===== config.mk =====
export PLATFORM = sky130hd
export DESIGN_NAME = arbitro_barramento
export DESIGN_NICKNAME = d
export VERILOG_FILES = /design/src/rtl/arbitro_barramento.sv
export SDC_FILE = /design/constraint.sdc
export NUM_CORES = 1
export LEC_CHECK = 0
export BUFFER_PORTS_ARGS = -buffer_cell sky130_fd_sc_hd__buf_4
export CORE_ASPECT_RATIO = 1.25
export CORE_UTILIZATION = 30
export DETAILED_ROUTE_END_ITERATION = 8
export PLACE_DENSITY = 0.52
export SLEW_MARGIN = 20
export SYNTH_ARGS = -nofsm -noshare
export SYNTH_HDL_FRONTEND = slang
export SYNTH_SLANG_ARGS = --single-unit

===== constraint.sdc =====
create_clock -name clock -period 4.65 [get_ports clock]
set_input_delay 0.93 -clock clock [delete_from_list [all_inputs] [get_ports clock]]
set_output_delay 0.93 -clock clock [all_outputs]
set_load 0.005 [all_outputs]

===== src/rtl/arbitro_barramento.sv =====
// Round-robin arbiter for four requesters sharing the 4:1 datapath mux.
// Registers the owner's word onto saida and bounds each grant by MAX_HOLD.
module arbitro_barramento #(
  parameter int WIDTH    = 8,
  parameter int MAX_HOLD = 15
) (
  input  logic             clock,
  input  logic             reset,
  input  logic [3:0]       req,
  input  logic [3:0]       done,
  input  logic [WIDTH-1:0] entrada1,
  input  logic [WIDTH-1:0] entrada2,
  input  logic [WIDTH-1:0] entrada3,
  input  logic [WIDTH-1:0] entrada4,
  output logic [1:0]       controle,
  output logic [3:0]       gnt,
  output logic [WIDTH-1:0] saida,
  output logic             valido,
  output logic             expirou
);

  typedef enum logic {OCIOSO, CONCEDIDO} estado_t;

  localparam bit         LIMITADO = (MAX_HOLD != 0);
  localparam logic [7:0] LIM      = 8'(MAX_HOLD - 1);

  estado_t          estado, estado_n;
  logic [1:0]       ptr, ptr_n, controle_n, vencedor;
  logic [3:0]       gnt_n;
  logic [7:0]       cont, cont_n;
  logic [WIDTH-1:0] saida_n, dado;
  logic             valido_n, expirou_n;
  logic             achou, liberar, estouro, por_done, por_req;

  always_ff @(posedge clock) begin
    if (reset) begin
      estado   <= OCIOSO;
      ptr      <= '0;
      controle <= '0;
      gnt      <= '0;
      cont     <= '0;
      saida    <= '0;
      valido   <= 1'b0;
      expirou  <= 1'b0;
    end else begin
      estado   <= estado_n;
      ptr      <= ptr_n;
      controle <= controle_n;
      gnt      <= gnt_n;
      cont     <= cont_n;
      saida    <= saida_n;
      valido   <= valido_n;
      expirou  <= expirou_n;
    end
  end

  // Scan downward so the lowest offset from ptr wins.
  always_comb begin
    achou    = 1'b0;
    vencedor = ptr;
    for (int k = 3; k >= 0; k--) begin
      if (req[ptr + 2'(k)]) begin
        achou    = 1'b1;
        vencedor = ptr + 2'(k);
      end
    end
    por_done = |(done & gnt);
    por_req  = ~|(req & gnt);
    estouro  = LIMITADO && (cont == LIM);
    liberar  = por_done | por_req | estouro;
    estado_n = estado;
    unique case (estado)
      OCIOSO:    if (achou) estado_n = CONCEDIDO;
      CONCEDIDO: if (liberar) estado_n = OCIOSO;
      default:   estado_n = OCIOSO;
    endcase
  end

  always_comb begin
    dado = '0;
    unique case (1'b1)
      gnt[0]:  dado = entrada1;
      gnt[1]:  dado = entrada2;
      gnt[2]:  dado = entrada3;
      gnt[3]:  dado = entrada4;
      default: dado = '0;
    endcase
  end

  always_comb begin
    gnt_n      = gnt;
    controle_n = controle;
    ptr_n      = ptr;
    cont_n     = cont;
    saida_n    = saida;
    valido_n   = 1'b0;
    expirou_n  = 1'b0;
    unique case (estado)
      OCIOSO: begin
        if (achou) begin
          gnt_n      = 4'b0001 << vencedor;
          controle_n = vencedor;
          ptr_n      = vencedor + 2'd1;
          cont_n     = '0;
        end
      end
      CONCEDIDO: begin
        saida_n  = dado;
        valido_n = 1'b1;
        if (cont != 8'hFF) cont_n = cont + 8'd1;
        if (liberar) begin
          gnt_n     = '0;
          expirou_n = estouro & ~por_done & ~por_req;
        end
      end
      default: gnt_n = '0;
    endcase
  end

endmodule


==> out/qor.txt, run 1 <==
# hold bufs at CTS: 0
CTS tree: yes
Final Instance Count excl. Fillers: 284
worst hold stages: 2
PwrDens: 272 nW/um^2
asr flop ratio synth: 0%
R2R Setup Slk: 2800 ps
Die Span Y: 79.1 um
R2R Path Start: estado
# fillers: 476
top cells by count, synth: dfxtp_1, a21oi_1, nor2_1, a22oi_1, nand2_1
maximum clock rate: 0.477 GHz
Rows: 27
worst r2r dst: cont[3]
Max clock buf depth: 2
Ports: 58
final setup vio count: 0
Slew Viols, Final: 0
Hold Slack: 476 ps
DRT Pass-1 Iters: 4
H-tree depth: 1
clock buffer count from CTS: 3
number of diodes: 0
register area share after synthesis: 37.9%
largest net degree at the start of global routing: 28
worst-path fanout max: 7
Setup CP Type: in -> reg
Post-CTS Resized: 0
worst-skew pair later-pin latency: 270 ps
postcts setup bufs: 0
kind of start point of the critical path: input port
top-area cell type share of the netlist area: 37.9%
Final Skew: 3.33 ps
Primary FF master, synth: dfxtp_1
Final Core Density: 43.0%
core area: 4490 um^2
Finished Cell Area: 1930 um^2
root buffer cell: clkbuf_8
Routed Wire Length: 3850 um
Final min period: 2100 ps
Post-synth EDFFs: 0
multi-input logic area: 826 um^2
syn nets: 219
vias in the first global route: 1320
Global Route Usage Sum: 16.0%
Die ar.: 5030 um^2
Least-Margin Pin Slew: 881 ps
Mapped Avg Cell Area: 8.14 um^2
Reg clk slew, reported paths: 90 ps
Hold Path Class: reg -> reg
die width: 63.6 um
Residual DRC: 0
port bufs: 57
first-pass GRT wire length: 6240 um
DRT iter0 DRCs: 48
area grow syn2layout: 35.5%
cell count of the worst reg-to-reg path: 5
P_leak: 0.779 nW
outcome: finished, final reports clean
max_slew headroom: 40.6%
Worst Setup End Kind: flip-flop
antenna violations before repair: 0
TritonCTS Sinks: 27
most frequent cell after synthesis: dfxtp_1
Antenna Nets Post-Route: 0
Total Nets Final: 271
WP data required: 4870 ps
yosys warns: 0
max_cap viols: 0
WL/cell: 13.5 um
register bit total from synthesis: 27
via count: 1430
GR Overflow Total: 0
peak supply drop: 0.108 mV
Yosys cell types: 36
gpl congestion: 0.763
Synth area leader: dfxtp_1
period utilisation layout: 45.1%
RSZ-0062 raised after global routing: false
share of layout cells above drive strength 1: 29.6%
Mapped Area: 1430 um^2
worst endpoint data arrival time: 2320 ps
hold violation count in the final report: 0
via/cell ratio: 5.04
placed cells: 280
Gate Count Post-Synth: 175
initial core utilization: 31.7%
hold path endpoint: controle[1]
Area after DPL: 1890 um^2
DP HPWL: 2830 um
top cells by area, synth: dfxtp_1, a22oi_1, a21oi_1
Hold Crit Start: controle[1]
FF+latch area: 541 um^2
setup TNS: 0 ps
## power breakdown
| group | total, mW | leakage, nW | internal [mW] | switching (mW) |
|---|---|---|---|---|
| sequential | 0.270 | 0.220 | 0.244 | 0.0254 |
| combinational | 0.124 | 0.536 | 0.0661 | 0.0582 |
| clock | 0.132 | 0.0228 | 0.0614 | 0.0709 |
| total | 0.526 | 0.779 | 0.372 | 0.154 |
## worst max-delay path, cell delays in order
cell and delay (ps):
buf_4 130, nor4_2 490, or2_1 340, nand2_1 90, mux2_2 260, nor2_1 70
## sequential cells by signal, summed over array words and instances, names as in the netlist
signal    flops
gnt           4
ptr           2
saida         8
valido        1
expirou       1
estado        1
cont          8
controle      2
## placed cells by master, fill, tap and decap left out, types with 2 or more instances in the layout
| cell | Yosys | routed |
|---|---|---|
| nand3_1 | 3 | 3 |
| nor3_1 | 3 | 3 |
| nand4_1 | 4 | 4 |
| a22oi_1 | 21 | 21 |
| mux2_2 | 2 | 2 |
| and3_1 | 3 | 3 |
| and2_1 | 3 | 3 |
| inv_1 | 5 | 5 |
| ha_1 | 2 | 2 |
| or3_1 | 3 | 3 |
| clkbuf_8 | 0 | 3 |
| nand2b_1 | 2 | 2 |
| buf_4 | 0 | 57 |
| nor4_1 | 2 | 2 |
| dfxtp_1 | 27 | 27 |
| a211oi_2 | 2 | 2 |
| a21oi_1 | 25 | 25 |
| a31oi_1 | 2 | 2 |
| nor2_1 | 23 | 23 |
| xnor2_1 | 4 | 4 |
| nand2_1 | 15 | 15 |
## per-stage QoR
| stage | setup WS, ps | total power [mW] |
|---|---|---|
| final | 2550 | 0.526 |
| after global routing | 2400 | 0.564 |
| after CTS | 2530 | 0.537 |
| after detailed placement | 2250 | 0.401 |
| after global placement | 2300 | 0.403 |
| after floorplan | 2620 | 0.341 |
## worst max path at each step
stage	endpoint	cells after the start	slack, ps	start
after floorplan	cont[1]	6	2620	req[1]
after global placement	cont[1]	6	2300	req[1]
after detailed placement	cont[1]	6	2250	req[1]
after CTS	cont[1]	6	2530	req[1]
after global routing	cont[1]	6	2400	req[1]
final	cont[1]	6	2550	req[1]
## logic make-up after synthesis
group	after synthesis	synth area share, %
flip-flops	27	37.9
XOR/XNOR	4	2.46
AO/OA/AOI/OAI	59	29.6
AND/OR/NAND/NOR	65	21.9
multiplexers	3	2.28
buffers and inverters	15	4.13
adder cells (fa/ha/maj)	2	1.76
## final cells by class
| cell class | instances | share of cell area (%) |
|---|---|---|
| Tap cell | 58 | 3.76 |
| Multi-Input combinational cell | 133 | 42.8 |
| Timing Repair Buffer | 57 | 22.2 |
| Inverter | 5 | 0.972 |
| Sequential cell | 27 | 28.0 |
| Clock buffer | 4 | 2.33 |
## layer usage
metal  global-route usage [%]  up-vias  share of wire [%]
li1                         -      746                  -
met1                     18.4      645                 44
met2                     29.6       35                 50
met3                     2.73        4                4.7
met4                     5.45        0               0.94
met5                        0        -                  0
Note: power is estimated with default switching activity, not from simulation.
==> run 2, diff against run 1 <==
--- a/config.mk
+++ b/config.mk
@@ -5,11 +5,12 @@
 export SDC_FILE = /design/constraint.sdc
 export NUM_CORES = 1
 export LEC_CHECK = 0
+export ABC_AREA = 1
 export BUFFER_PORTS_ARGS = -buffer_cell sky130_fd_sc_hd__buf_4
 export CORE_ASPECT_RATIO = 1.25
 export CORE_UTILIZATION = 30
 export DETAILED_ROUTE_END_ITERATION = 8
-export PLACE_DENSITY = 0.52
+export PLACE_DENSITY = 0.53
 export SLEW_MARGIN = 20
 export SYNTH_ARGS = -nofsm -noshare
 export SYNTH_HDL_FRONTEND = slang
==> constraint.sdc (replaced) <==
create_clock -name clock -period 1.8 [get_ports clock]
set_input_delay 0.36 -clock clock [delete_from_list [all_inputs] [get_ports clock]]
set_output_delay 0.36 -clock clock [all_outputs]
set_load 0.005 [all_outputs]
==> out/qor.txt, run 2 <==
outcome: finished, final reports clean
Rows: 29 (+7.4%)
top cells by area, synth: dfxtp_1, nand2_1, a21oi_1
routing usage on met1: 19.0% (+0.65 points)
Hold Path Class: in -> reg
Synth area leader: dfxtp_1
die width: 67.2 um (+5.6%)
# hold bufs at CTS: 0 (unchanged)
DRT iter0 DRCs: 97 (+100%)
biggest regs: cont x8, saida x8, gnt x4
Max clock buf depth: 2 (unchanged)
Slew Viols, Final: 0 (unchanged)
via/cell ratio: 4.65 (-7.7%)
Antenna Nets Post-Route: 0 (unchanged)
# fillers: 544 (+14%)
worst hold stages: 2 (unchanged)
most frequent cells in the layout: nand2_1, buf_4, dfxtp_1
period utilisation layout: 90.0%
Total Nets Final: 356 (+31%)
vias in the first global route: 1605 (+22%)
hold violation count in the final report: 0 (unchanged)
Post-synth EDFFs: 0 (unchanged)
Primary FF master, synth: dfxtp_1
maximum clock rate: 0.617 GHz
antenna violations before repair: 0 (unchanged)
Gate Count Post-Synth: 250 (+43%)
Die ar.: 5610 um^2 (+12%)
commonest non-fill, non-tap cell in the layout: nand2_1
GR Overflow Total: 0 (unchanged)
top-area cell type share of the netlist area: 33.9% (-4.0 points)
port bufs: 57 (unchanged)
register bit total from synthesis: 27 (unchanged)
TritonCTS Sinks: 27 (unchanged)
root buffer cell: clkbuf_8
crit-path max cell delay: 370 ps (-120 ps)
number of diodes: 0 (unchanged)
FF+latch area: 544 um^2 (+0.69%)
DRT Pass-1 Iters: 4 (unchanged)
share of layout cells above drive strength 1: 30.2% (+0.58 points)
grt met3 use: 1.91% (-0.82 points)
Worst Setup End Kind: flip-flop
critical path cell sequence: ha_1, inv_1, nor2_1, nand3_1, o21ai_1, buf_4, nand2_4, clkinv_4, nor2_2, nor2_1, nor3_2
cell count of the worst reg-to-reg path: 11 (+6)
syn nets: 294 (+34%)
DP HPWL: 3400 um (+20%)
largest net degree at the start of global routing: 22 (-21%)
first-pass GRT wire length: 6910 um (+11%)
initial core utilization: 31.4% (-0.34 points)
top cells by count, synth: nand2_1, dfxtp_1, a21oi_1, inv_1, nand3_1
most frequent cell after synthesis: nand2_1
WP data required: 1970 ps (-2900 ps)
Design Power: 2.61 mW (+400%)
Die Span Y: 83.5 um (+5.6%)
CTS tree: yes
yosys warns: 0 (unchanged)
R2R Path Start: cont[1]
asr flop ratio synth: 0% (unchanged)
Routed Wire Length: 4330 um (+13%)
Mapped Avg Cell Area: 6.38 um^2 (-22%)
worst r2r dst: cont[6]
max_slew headroom: 79.5% (+39 points)
worst-path fanout max: 7 (unchanged)
area grow syn2layout: 36.7%
H-tree depth: 1 (unchanged)
clock buffer count from CTS: 3 (unchanged)
met2 GRT Util: 28.3% (-1.3 points)
Ports: 58 (unchanged)
max_cap viols: 0 (unchanged)
Hold Crit Start: reset
Global Route Usage Sum: 15.9% (-0.15 points)
worst endpoint data arrival time: 1790 ps (-530 ps)
via count: 1734 (+21%)
Final min period: 1620 ps
kind of start point of the critical path: flip-flop
final setup vio count: 0 (unchanged)
WL/cell: 11.6 um (-14%)
Final Skew: 8.70 ps (+5.37 ps)
RSZ-0062 raised after global routing: false
Residual DRC: 0 (unchanged)
Mapped Area: 1590 um^2 (+12%)
register area share after synthesis: 33.9% (-4.0 points)
P_leak: 1.00 nW (+29%)
Yosys cell types: 29 (-19%)
Least-Margin Pin Slew: 308 ps (-573 ps)
most frequent cell on the critical path: nor2_1
core area: 5080 um^2 (+13%)
peak supply drop: 0.354 mV (+230%)
Post-CTS Resized: 0 (unchanged)
setup TNS: 0 ps (unchanged)
Crit-path slowest cell: dfxtp_2
R2R Setup Slk: 180 ps (-2620 ps)
hold path endpoint: estado
multi-input logic area: 912 um^2 (+10%)
gpl congestion: 0.889 (+17%)
Setup CP Type: reg -> reg
Reg clk slew, reported paths: 100 ps (about the same)
worst-skew pair later-pin latency: 270 ps (about the same)
postcts setup bufs: 0 (unchanged)
PwrDens: 1200 nW/um^2 (+340%)
layer with the highest usage: met2
-- run 2: routing by layer --
layer  share of wire (%)  vias to the layer above
met4                 1.3                        0
met5                   0                        -
met3                 4.2                        5
met1                  44                      760
li1                    -                      932
met2                  50                       37
-- run 2: final cells by class --
cell class	count	area share [%]
clock buffers	3	1.90
inverters	24	4.60
flip-flops and latches	27	25.0
repair buffers	66	22.7
clock inverters	1	0.345
well taps	62	3.56
multi-input cells	190	41.9
-- run 2: report_power, final --
| part | switching, mW | internal, mW |
|---|---|---|
| sequential | 0.139 | 0.726 |
| combinational | 0.814 | 0.581 |
| clock | 0.189 | 0.157 |
| total | 1.14 | 1.46 |
-- run 2: worst max-delay path by stage --
stage | startpoint | to | slack, ps | cells after the start
floorplan | cont[1] | cont[6] | 240 | 10
global placement | cont[1] | cont[6] | 90 | 11
detailed placement | ptr[0] | ptr[1] | 90 | 13
CTS | ptr[0] | ptr[1] | 80 | 13
global route | ptr[0] | controle[0] | 9 | 13
finish | cont[1] | cont[6] | 180 | 11
-- run 2: logic make-up after synthesis --
family                   after synthesis  share of synthesized area (%)
adder cells (fa/ha/maj)                2                           1.57
AO/OA/AOI/OAI                         28                           9.58
buffers and inverters                 33                           8.87
AND/OR/NAND/NOR                      158                           45.0
flip-flops                            27                           33.9
XOR/XNOR                               2                           1.10
-- run 2: worst max-delay path: cells and delay by family (launching register included) --
kind,cells,cell delay (ps)
and+or+nand+nor,6,550
DFF,1,370
buffers and inverters,3,280
adders and majority gates,1,190
AOI/OAI and AO/OA,1,140
-- run 2: per-stage QoR --
| step | hold slack, ps | setup WS [ps] | util [%] | std cells | cell area [um^2] |
|---|---|---|---|---|---|
| 2_1_floorplan | 462 | 244 | - | 250 | 1590 |
| 3_5_place_dp | 460 | 91.3 | 41.8 | 369 | 2130 |
| 4_1_cts | 410 | 75.6 | 42.8 | 373 | 2170 |
| 3_3_place_gp | 454 | 92.9 | 41.8 | 369 | 2130 |
| 6_report | 419 | 180 | 42.9 | 373 | 2180 |
| 5_1_grt | 415 | 8.88 | 42.9 | 373 | 2180 |
